`src/rtl/led_strip_driver.sv`:
```
// led_strip_driver
//
// Serializes 24-bit per-LED colours onto a single-wire WS2812-style strand.
// Colours are requested by LED index, sampled a fixed number of cycles after
// the request changes, and sent as G,R,B, MSB first. A long low period
// follows each frame so the strand latches the new colours.
//
// Optional build macro:
//   LED_STRIP_BRIGHTNESS_LIMIT_EN - when defined, every captured channel is
//   shifted right by 2 before it is sent, which caps each channel at 8'h3F.
//   When undefined, channels are sent unmodified.
//
// Ports:
//   clk              - system clock
//   rst_n            - asynchronous active-low reset
//   green_in         - green value for the LED on next_led_request
//   red_in           - red value for the LED on next_led_request
//   blue_in          - blue value for the LED on next_led_request
//   color_valid      - colour inputs are meaningful this cycle
//   next_led_request - index of the LED whose colour is wanted
//   strand_out       - serial data line to the strand (registered)
//   frame_done       - one-cycle pulse when a frame's latch period ends

module led_strip_driver #(
    parameter int NUM_LEDS          = 50,
    parameter int LED_ADDRESS_WIDTH = 6,
    parameter int T0H_CYCLES        = 35,
    parameter int T0L_CYCLES        = 80,
    parameter int T1H_CYCLES        = 70,
    parameter int T1L_CYCLES        = 60,
    parameter int LATCH_CYCLES      = 5000,
    parameter int REQ_LATENCY       = 2
) (
    input  logic                         clk,
    input  logic                         rst_n,
    input  logic [7:0]                   green_in,
    input  logic [7:0]                   red_in,
    input  logic [7:0]                   blue_in,
    input  logic                         color_valid,
    output logic [LED_ADDRESS_WIDTH-1:0] next_led_request,
    output logic                         strand_out,
    output logic                         frame_done
);

    // One shared down-the-line cycle counter serves every state, so it must
    // hold the largest terminal count any state can reach.
    function automatic int maxOf(input int a, input int b);
        return (a > b) ? a : b;
    endfunction

    localparam int CNT_MAX = maxOf(maxOf(maxOf(T0H_CYCLES, T0L_CYCLES),
                                         maxOf(T1H_CYCLES, T1L_CYCLES)),
                                   maxOf(LATCH_CYCLES, REQ_LATENCY));
    localparam int CNT_W   = (CNT_MAX < 1) ? 1 : $clog2(CNT_MAX + 1);

    localparam logic [CNT_W-1:0] CNT_ONE      = CNT_W'(1);
    localparam logic [CNT_W-1:0] LATCH_LAST   = CNT_W'(LATCH_CYCLES - 1);
    localparam logic [CNT_W-1:0] T0H_LAST     = CNT_W'(T0H_CYCLES - 1);
    localparam logic [CNT_W-1:0] T0L_LAST     = CNT_W'(T0L_CYCLES - 1);
    localparam logic [CNT_W-1:0] T1H_LAST     = CNT_W'(T1H_CYCLES - 1);
    localparam logic [CNT_W-1:0] T1L_LAST     = CNT_W'(T1L_CYCLES - 1);
    localparam logic [CNT_W-1:0] FETCH_SAMPLE = CNT_W'(REQ_LATENCY - 1);
    localparam logic [CNT_W-1:0] FETCH_GO     = CNT_W'(REQ_LATENCY);

    localparam logic [LED_ADDRESS_WIDTH-1:0] LAST_LED = LED_ADDRESS_WIDTH'(NUM_LEDS - 1);
    localparam logic [LED_ADDRESS_WIDTH-1:0] REQ_ONE  = LED_ADDRESS_WIDTH'(1);

    typedef enum logic [1:0] {
        ST_LATCH    = 2'd0,
        ST_FETCH    = 2'd1,
        ST_BIT_HIGH = 2'd2,
        ST_BIT_LOW  = 2'd3
    } state_t;

    state_t                         state_q, state_d;
    logic [CNT_W-1:0]               cnt_q, cnt_d;
    logic [4:0]                     bit_cnt_q, bit_cnt_d;
    logic [23:0]                    shift_q, shift_d;
    logic [LED_ADDRESS_WIDTH-1:0]   req_q, req_d;
    logic                           strand_q, strand_d;
    logic                           frame_done_q, frame_done_d;

    logic [23:0]                    captured;
    logic [CNT_W-1:0]               high_last;
    logic [CNT_W-1:0]               low_last;

    // Colour word as it will be serialized, GRB order.
`ifdef LED_STRIP_BRIGHTNESS_LIMIT_EN
    logic brightness_unused;
    assign brightness_unused = ^{green_in[1:0], red_in[1:0], blue_in[1:0]};
    assign captured = {2'b00, green_in[7:2], 2'b00, red_in[7:2], 2'b00, blue_in[7:2]};
`else
    assign captured = {green_in, red_in, blue_in};
`endif

    // The bit currently on the wire is always the shift register MSB.
    assign high_last = shift_q[23] ? T1H_LAST : T0H_LAST;
    assign low_last  = shift_q[23] ? T1L_LAST : T0L_LAST;

    // Next-state logic. FETCH samples the colour after REQ_LATENCY cycles,
    // then spends one more cycle so that strand_out can be a plain register
    // driven from the next state and still rise exactly when bit timing
    // starts. While color_valid is low the wait counter parks on the sample
    // count and the sample is retried every cycle.
    always_comb begin
        state_d      = state_q;
        cnt_d        = cnt_q;
        bit_cnt_d    = bit_cnt_q;
        shift_d      = shift_q;
        req_d        = req_q;
        frame_done_d = 1'b0;

        unique case (state_q)
            ST_LATCH: begin
                if (cnt_q == LATCH_LAST) begin
                    state_d      = ST_FETCH;
                    cnt_d        = '0;
                    req_d        = '0;
                    frame_done_d = 1'b1;
                end else begin
                    cnt_d = cnt_q + CNT_ONE;
                end
            end

            ST_FETCH: begin
                if (cnt_q == FETCH_GO) begin
                    state_d = ST_BIT_HIGH;
                    cnt_d   = '0;
                end else if (cnt_q == FETCH_SAMPLE) begin
                    if (color_valid) begin
                        shift_d   = captured;
                        bit_cnt_d = 5'd23;
                        cnt_d     = FETCH_GO;
                    end
                end else begin
                    cnt_d = cnt_q + CNT_ONE;
                end
            end

            ST_BIT_HIGH: begin
                if (cnt_q == high_last) begin
                    state_d = ST_BIT_LOW;
                    cnt_d   = '0;
                end else begin
                    cnt_d = cnt_q + CNT_ONE;
                end
            end

            ST_BIT_LOW: begin
                if (cnt_q == low_last) begin
                    cnt_d = '0;
                    if (bit_cnt_q == 5'd0) begin
                        if (req_q == LAST_LED) begin
                            state_d = ST_LATCH;
                        end else begin
                            req_d   = req_q + REQ_ONE;
                            state_d = ST_FETCH;
                        end
                    end else begin
                        shift_d   = {shift_q[22:0], 1'b0};
                        bit_cnt_d = bit_cnt_q - 5'd1;
                        state_d   = ST_BIT_HIGH;
                    end
                end else begin
                    cnt_d = cnt_q + CNT_ONE;
                end
            end

            default: begin
                state_d = ST_LATCH;
                cnt_d   = '0;
            end
        endcase

        // Registered from the next state so the line changes on the same
        // edge as the state and never glitches.
        strand_d = (state_d == ST_BIT_HIGH);
    end

    // State and output registers; reset drops the line low immediately and
    // restarts with a full latch period.
    always_ff @(posedge clk or negedge rst_n) begin
        if (!rst_n) begin
            state_q      <= ST_LATCH;
            cnt_q        <= '0;
            bit_cnt_q    <= '0;
            shift_q      <= '0;
            req_q        <= '0;
            strand_q     <= 1'b0;
            frame_done_q <= 1'b0;
        end else begin
            state_q      <= state_d;
            cnt_q        <= cnt_d;
            bit_cnt_q    <= bit_cnt_d;
            shift_q      <= shift_d;
            req_q        <= req_d;
            strand_q     <= strand_d;
            frame_done_q <= frame_done_d;
        end
    end

    assign next_led_request = req_q;
    assign strand_out       = strand_q;
    assign frame_done       = frame_done_q;

endmodule

```
`config.mk`:
```
export PLATFORM = sky130hd
export DESIGN_NAME = led_strip_driver
export DESIGN_NICKNAME = d
export VERILOG_FILES = /design/src/rtl/led_strip_driver.sv
export SDC_FILE = /design/constraint.sdc
export NUM_CORES = 1
export LEC_CHECK = 0
export CORE_MARGIN = 2
export CORE_UTILIZATION = 55
export CTS_CLUSTER_SIZE = 30
export DETAILED_ROUTE_END_ITERATION = 10
export PLACE_DENSITY = 0.83
export SLEW_MARGIN = 20
export SYNTH_ARGS = -nofsm -noshare
export SYNTH_HDL_FRONTEND = slang
export SYNTH_SLANG_ARGS = --single-unit
export TNS_END_PERCENT = 10
```
`constraint.sdc`:
```
create_clock -name clk -period 2.9 [get_ports clk]
set_input_delay 0.58 -clock clk [delete_from_list [all_inputs] [get_ports clk]]
set_output_delay 0.58 -clock clk [all_outputs]
set_load 0.005 [all_outputs]
```
==> results.md, run 1 <==
- Worst Setup EP: next_led_request[2]$_DFFE_PN0P_
- Syn Area/Cell: 9.089 µm²
- Cells after Synth: between 300 and 400
- Reg-to-reg endpoint: next_led_request[2]$_DFFE_PN0P_
- Global routing usage on met1: 0.3147
- WS Path Type: register to register
- Main synth FF type: dfrtp_1
- Slew HR: 0.5161
- Clock Path Buffers: 2
- Num CTS Buffers: 5
- Max Cap Viol: 0
- Clk pin slew, worst setup/hold paths: 0.09 ns
- Post-detail-place hpwl: 4570 µm
- Root Driver: clkbuf_8
- Worst Path Required: approximately 3.1 ns
- RSZ-0062 raised after global routing: no
- Routed len/inst: 14.75 µm
- Vias in the first global route: between 2,000 and 2,500
- Arr. time, crit path: about 2.8 ns
- Pin count of the biggest net entering global routing: 53
- Pwr dens: approximately 500 mW/mm²
- I/O pin count: 35
- Final min period: 2.573 ns
- Max Slew Vio Count: 0
- Fin Setup TNS: 0 ns
- Async set or reset register ratio after synthesis: 1.000
- CTS resizes: 0
- Final WL: 6477 µm
- Total power: 1755 µW
- H-tree depth: 2
- Sequential fraction of the synthesis area: 0.4299
- Post-route antenna net violation count: 0
- Clock Sinks: 52
- Pre-Repair DR Iteration Count: 4
- Die X: between 70 and 80 µm
- Die area: 0.006112 mm²
- Initial DRC count: 155
- FF-to-FF Start: bit_cnt_q[0]$_DFFE_PN0P_
- Max Clock Freq: 388.6 MHz
- Total track usage: 0.2263
- Port-buffer cells: 34
- First-pass GRT wire length: 11,150 µm
- Post-place setup slack: 0.4084 ns
- Most Crowded Layer GR: met2
- Antenna violations before repair: 0
- Outcome: complete, no violations
- Reg2Reg Setup Slack: 0.33 ns
- Final period utilization: 0.8874
- Distinct cells, synth: 52
- Layout cells sized above 1: 0.1390
- Synthesized Nets: between 300 and 400
- Crit end category: register
- Number of synthesized register bits: 52
- Worst setup startpoint: bit_cnt_q[0]$_DFFE_PN0P_
- Setup Viol. Count Final: 0
- Clk_lat worst skew: 0.30 ns
- Lkg Pwr: 0.001626 µW
- ANT cells: 0
- Met3 usage: 0.03908
- Initial Utilization: 0.5600
- Worst Hold Class: input port to asynchronous set/reset pin
- VDD IR max: 0.2684 mV
- Clock skew: a little under 0.007 ns
- DRC Markers: 0
- Worst setup SP type: register
- Gr ovfl total: 0
- Cts hold-fix bufs: 0
- Setup slack after layout: roughly 0.33 ns
- Synth warn: 0
- Area delta synth->final: 17.28%
- Die Span Y: between 70 and 80 µm
- Final GP Congestion: between 0.9 and 1
- Fill count: 450
- Final Hold Violating Endpoints: 0
- EDFF count, synth: 0
- CORE AREA: 0.005405 mm²
- CTS tree: built
- Std cell rows: 27
- Reg2Reg Depth: 8
- Vias per Instance: 5.809
- CP Max Fanout: 4
- Setup Buffers After CTS: 0
- Nets: 400
- Met2 GRT Util: 0.3716
- Mapped Area: between 0.003 and 0.004 mm²
- Worst-Margin Slew: about 0.72 ns
- Routed via count: around 2,600
==> how the worst min path moves through the flow <==
stage / from / endpoint / slack, ns / cells after the start
after floorplan: rst_n / bit_cnt_q[0]$_DFFE_PN0P_ / 0.28 / 0
after global placement: shift_q[0]$_DFFE_PN0P_ / shift_q[0]$_DFFE_PN0P_ / 0.46 / 1
after detailed placement: shift_q[0]$_DFFE_PN0P_ / shift_q[0]$_DFFE_PN0P_ / 0.49 / 1
after CTS: rst_n / shift_q[15]$_DFFE_PN0P_ / 0.40 / 2
after global routing: rst_n / shift_q[19]$_DFFE_PN0P_ / 0.44 / 2
final: rst_n / shift_q[18]$_DFFE_PN0P_ / 0.37 / 2
==> final cells by class <==
class	instances	area (µm²)	share of cell area
Multi-Input combinational cell	254	1613	0.4544
Sequential cell	52	1301	0.3666
Timing Repair Buffer	42	407.9	0.1149
Tap cell	72	90.09	0.02538
Clock buffer	6	82.58	0.02326
Inverter	11	41.29	0.01163
Clock inverter	2	13.76	0.003877
==> registers in the layout (all words and copies together), names as in the netlist <==
signal,count
cnt_q,13
state_q,2
frame_done,1
shift_q,24
bit_cnt_q,5
next_led_request,6
strand_out,1
==> critical path, stage by stage (launching register included) <==
cell,delay [ns]
dfrtp_1,0.42
inv_1,0.09
ha_1,0.15
nor4b_1,0.59
nand4_1,0.18
a2111oi_0,0.57
buf_4,0.23
nand4b_1,0.09
a21oi_1,0.18
==> cell families (layout without fill, tap and decap cells) <==
logic type                 after synthesis  count (layout)  synth area share
and+or+nand+nor                        154             154            0.2464
AOI/OAI and AO/OA                       56              56            0.1294
DFF                                     52              52            0.4299
buffers and inverters                   27              61           0.03720
muxes                                   26              26           0.09632
xor gates and xnor gates                11              11           0.03183
adders and majority gates                7               7           0.02894
==> through the flow <==
step | util | instances | hold WS, ns | cell area (µm²)
after floorplan | - | 333 | 0.2844 | 3027
after global placement | 0.6389 | 431 | 0.4587 | 3453
after detailed placement | 0.6389 | 431 | 0.4879 | 3453
after CTS | 0.6567 | 439 | 0.3976 | 3550
after global routing | 0.6567 | 439 | 0.4354 | 3550
final | 0.6567 | 439 | 0.3682 | 3550
==> placed cells by master (no fill, tap or decap), types with 4 or more instances in the layout <==
cell             count
buf_4                7
xor2_1               6
and2_1               4
a21oi_1             17
clkbuf_8             6
nand2_1             81
nor2_1              14
xnor2_1              5
nand3_1              9
ha_1                 7
nand4_1             10
mux2_2              25
o21ai_0              9
dfrtp_1             52
nor3_1               9
clkdlybuf4s50_1     33
inv_1               11
==> report_power, final <==
| group | total, µW | switching (µW) | internal, µW |
|---|---|---|---|
| logic | 361 | 188 | 173 |
| registers | 959 | 159 | 799 |
| clock network | 436 | 240 | 196 |
==> metal layers <==
metal,vias to the layer above,wire length [µm]
met4,0,50
li1,1244,-
met3,5,240
met2,68,3163
met5,-,0
met1,1233,3023
==> Yosys cell counts (all sizes together), types with 4 or more instances <==
| cell type | n | area [µm²] |
|---|---|---|
| xor2 | 6 | 52.55 |
| nor2 | 14 | 52.55 |
| ha | 7 | 87.58 |
| nor3 | 9 | 45.04 |
| nand2 | 81 | 304.0 |
| and2 | 4 | 25.02 |
| xnor2 | 5 | 43.79 |
| mux2 | 25 | 281.5 |
| buf | 4 | 26.27 |
| o21ai | 10 | 53.80 |
| inv | 11 | 41.29 |
| a21oi | 17 | 85.08 |
| dfrtp | 52 | 1301 |
| clkbuf | 12 | 45.04 |
| nand3 | 9 | 45.04 |
| nand4 | 10 | 62.56 |
Power figures use the tool's default switching activity.
==> inputs of run 2 (changes only) <==
CORE_MARGIN = 3   (was 2)
==> run 2 against run 1 <==
  * Sequential power is 4.0% lower
  * Count of clock-buffer cells in the layout stayed put
  * Maximum frequency is 0.94% higher
  * Clock skew is 0.0017 ns lower
  * Flip-flop and latch count stayed put
  * Worst setup slack better by 0.024 ns
  * Combinational power is 17% higher
  * Critical path type unchanged
  * Largest cell class unchanged
  * Via count is 1.2% lower
==> results.md, run 2 (synthesis results as in run 1) <==
- Outcome: complete, no violations (unchanged)
- H-tree depth: 2 (unchanged)
- Vias per Instance: 5.727 (was 5.809)
- Clk_lat worst skew: 0.30 ns (about the same)
- Clock Path Buffers: 2 (unchanged)
- Slew HR: 0.6247 (was 0.5161)
- RSZ-0062 raised after global routing: no (unchanged)
- Nets: 403 (was 400)
- Worst Path Required: 3.09 ns (was 3.13 ns)
- Num CTS Buffers: 5 (unchanged)
- Routed len/inst: 14.54 µm (was 14.75 µm)
- Worst path max stage delay: 0.67 ns (was 0.59 ns)
- Number of flip-flops in the largest register: 24 (unchanged)
- Crit path max-delay family: simple AND/OR/NAND/NOR gates (unchanged)
- Vias in the first global route: 2,488 (was 2,387)
- Lkg Pwr: 0.001644 µW (was 0.001626 µW)
- CP Max Fanout: 27 (was 4)
- Critical path's slowest cell: or4b_2 (was nor4b_1)
- Switching share of total power: 0.3196 (was 0.3347)
- DRC Markers: 0 (unchanged)
- Sw power: 586.5 µW (was 587.4 µW)
- ANT cells: 0 (unchanged)
- Setup Buffers After CTS: 0 (unchanged)
- Worst setup SP type: register (unchanged)
- Reg2Reg Setup Slack: 0.35 ns (was 0.33 ns)
- Initial DRC count: 221 (was 155)
- Fin Setup TNS: 0 ns (unchanged)
- Clk pin slew, worst setup/hold paths: 0.09 ns (about the same)
- Most flops, register: shift_q (unchanged)
- Post-route antenna net violation count: 0 (unchanged)
- Clock Sinks: 52 (unchanged)
- Buf/Inv on CP: 2 (unchanged)
- Worst-Margin Slew: 0.5551 ns (was 0.7158 ns)
- Most frequent cells in the layout: nand2_1 (81), dfrtp_1 (52), clkdlybuf4s50_1 (33), mux2_2 (25), a21oi_1 (17) (unchanged)
- Total track usage: 0.2230 (was 0.2263)
- Final Hold Violating Endpoints: 0 (unchanged)
- Die area: 0.006429 mm² (was 0.006112 mm²)
- Max Cap Viol: 0 (unchanged)
- Internal power: 1249 µW (was 1168 µW)
- Final GP Congestion: 0.9091 (was 0.9130)
- CTS resizes: 0 (unchanged)
- Worst Hold Class: input port to asynchronous set/reset pin (unchanged)
- Share of total power in the clock network: 0.267 (was 0.248)
- Combinational fraction of design power: 0.231 (was 0.205)
- Port-buffer cells: 34 (unchanged)
- VDD IR max: 0.5810 mV (was 0.2684 mV)
- Die X: 80.18 µm (was 78.18 µm)
- Clock skew: 0.005094 ns (was 0.006792 ns)
- WS Path Type: register to register (unchanged)
- Arr. time, crit path: 2.74 ns (was 2.80 ns)
- Area delta synth->final: 18.31% (was 17.28%)
- Total power: 1835 µW (was 1755 µW)
- Crit path cell chain: inv_1, ha_1, or4b_2, and2_1, o21a_1, o211ai_2, buf_12, mux2_2 (was inv_1, ha_1, nor4b_1, nand4_1, a2111oi_0, buf_4, nand4b_1, a21oi_1)
- Max Clock Freq: 392.3 MHz (was 388.6 MHz)
- Pwr dens: 512.4 mW/mm² (was 494.5 mW/mm²)
- Post-detail-place hpwl: 4668 µm (was 4570 µm)
- Root Driver: clkbuf_8 (unchanged)
- Pin count of the biggest net entering global routing: 28 (was 53)
- CORE AREA: 0.005205 mm² (was 0.005405 mm²)
- Layout cells sized above 1: 0.1432 (was 0.1390)
- Max Slew Vio Count: 0 (unchanged)
- Crit end category: register (unchanged)
- Gr ovfl total: 0 (unchanged)
- Std cell rows: 26 (was 27)
- Setup Viol. Count Final: 0 (unchanged)
- Hold_ws: 0.2668 ns (was 0.3682 ns)
- Final period utilization: 0.8791 (was 0.8874)
- Antenna violations before repair: 0 (unchanged)
- CTS tree: built (unchanged)
- Most common cell after layout, fill and taps aside: nand2_1 (unchanged)
- Routed via count: 2,520 (was 2,550)
- Final min period: 2.549 ns (was 2.573 ns)
- Final WL: 6396 µm (was 6477 µm)
- First-pass GRT wire length: 11,420 µm (was 11,150 µm)
- Pre-Repair DR Iteration Count: 5 (was 4)
- Cts hold-fix bufs: 0 (unchanged)
- I/O pin count: 35 (unchanged)
- Sequential share of power: 0.502 (was 0.546)
- Die Span Y: 80.18 µm (was 78.18 µm)
- Initial Utilization: 0.5815 (was 0.5600)
==> run 2: changes by cell type in the layout (fill, tap and decap cells not counted) <==
cell | previous run | this run
buf_4 | 7 | 10
clkbuf_8 | 6 | 5
inv_6 | 1 | 0
bufinv_16 | 0 | 1
clkbuf_1 | 0 | 1
==> run 2: per-stage QoR <==
stage               setup WS [ns]  utilization  area, µm²  cells
floorplan                  0.3933            -       3027    333
global placement           0.4722       0.6673       3473    432
detailed placement         0.3710       0.6673       3473    432
CTS                        0.3471       0.6880       3581    440
global route               0.2256       0.6880       3581    440
finish                     0.3506       0.6880       3581    440
==> run 2: cell type report <==
type | count | area, µm²
clock buffer | 6 | 72.57
clock inverter | 2 | 35.03
fill | 412 | 1624
inverter | 11 | 41.29
multi-input combinational | 254 | 1613
sequential | 52 | 1301
tap | 70 | 87.58
timing repair buffer | 45 | 430.4
==> run 2: routing by layer <==
layer | vias up | GRT usage | part of all wire
met5 | - | 0 | 0
met4 | 0 | 0.07601 | 0.016
met3 | 10 | 0.04596 | 0.054
met2 | 74 | 0.3411 | 0.47
met1 | 1187 | 0.3142 | 0.46
li1 | 1249 | - | -
==> run 2: power by group through the flow <==
stage / registers (µW) / logic, µW / clock network [µW]
after global placement: 926 / 408 / 0
after detailed placement: 931 / 414 / 0
after global routing: 937 / 480 / 539
final: 921 / 424 / 490
after floorplan: 867 / 349 / 0
after CTS: 916 / 420 / 502
==> run 2: worst paths after layout <==
check | startpoint | end | cells past startpoint
min in group clk | shift_q[0]$_DFFE_PN0P_ | shift_q[0]$_DFFE_PN0P_ | 1
max reg2reg | bit_cnt_q[0]$_DFFE_PN0P_ | shift_q[18]$_DFFE_PN0P_ | 8
min | rst_n | shift_q[11]$_DFFE_PN0P_ | 2
max | bit_cnt_q[0]$_DFFE_PN0P_ | shift_q[18]$_DFFE_PN0P_ | 8
min reg2reg | shift_q[0]$_DFFE_PN0P_ | shift_q[0]$_DFFE_PN0P_ | 1
max in group asynchronous | rst_n | cnt_q[10]$_DFFE_PN0P_ | 2
==> run 2: worst register-to-register path, cell delays in order (launching register included) <==
cell	delay [ns]
dfrtp_1	0.41
inv_1	0.09
ha_1	0.17
or4b_2	0.67
and2_1	0.24
o21a_1	0.19
o211ai_2	0.09
buf_12	0.21
mux2_2	0.37
==> inputs of run 3 (changes only) <==
ABC_CLOCK_PERIOD_IN_PS = 2900   (was not set)
CTS_CLUSTER_DIAMETER = 30   (was not set)
==> results of run 3 <==
Final layout, timing and power as in run 2 (identical DEF).
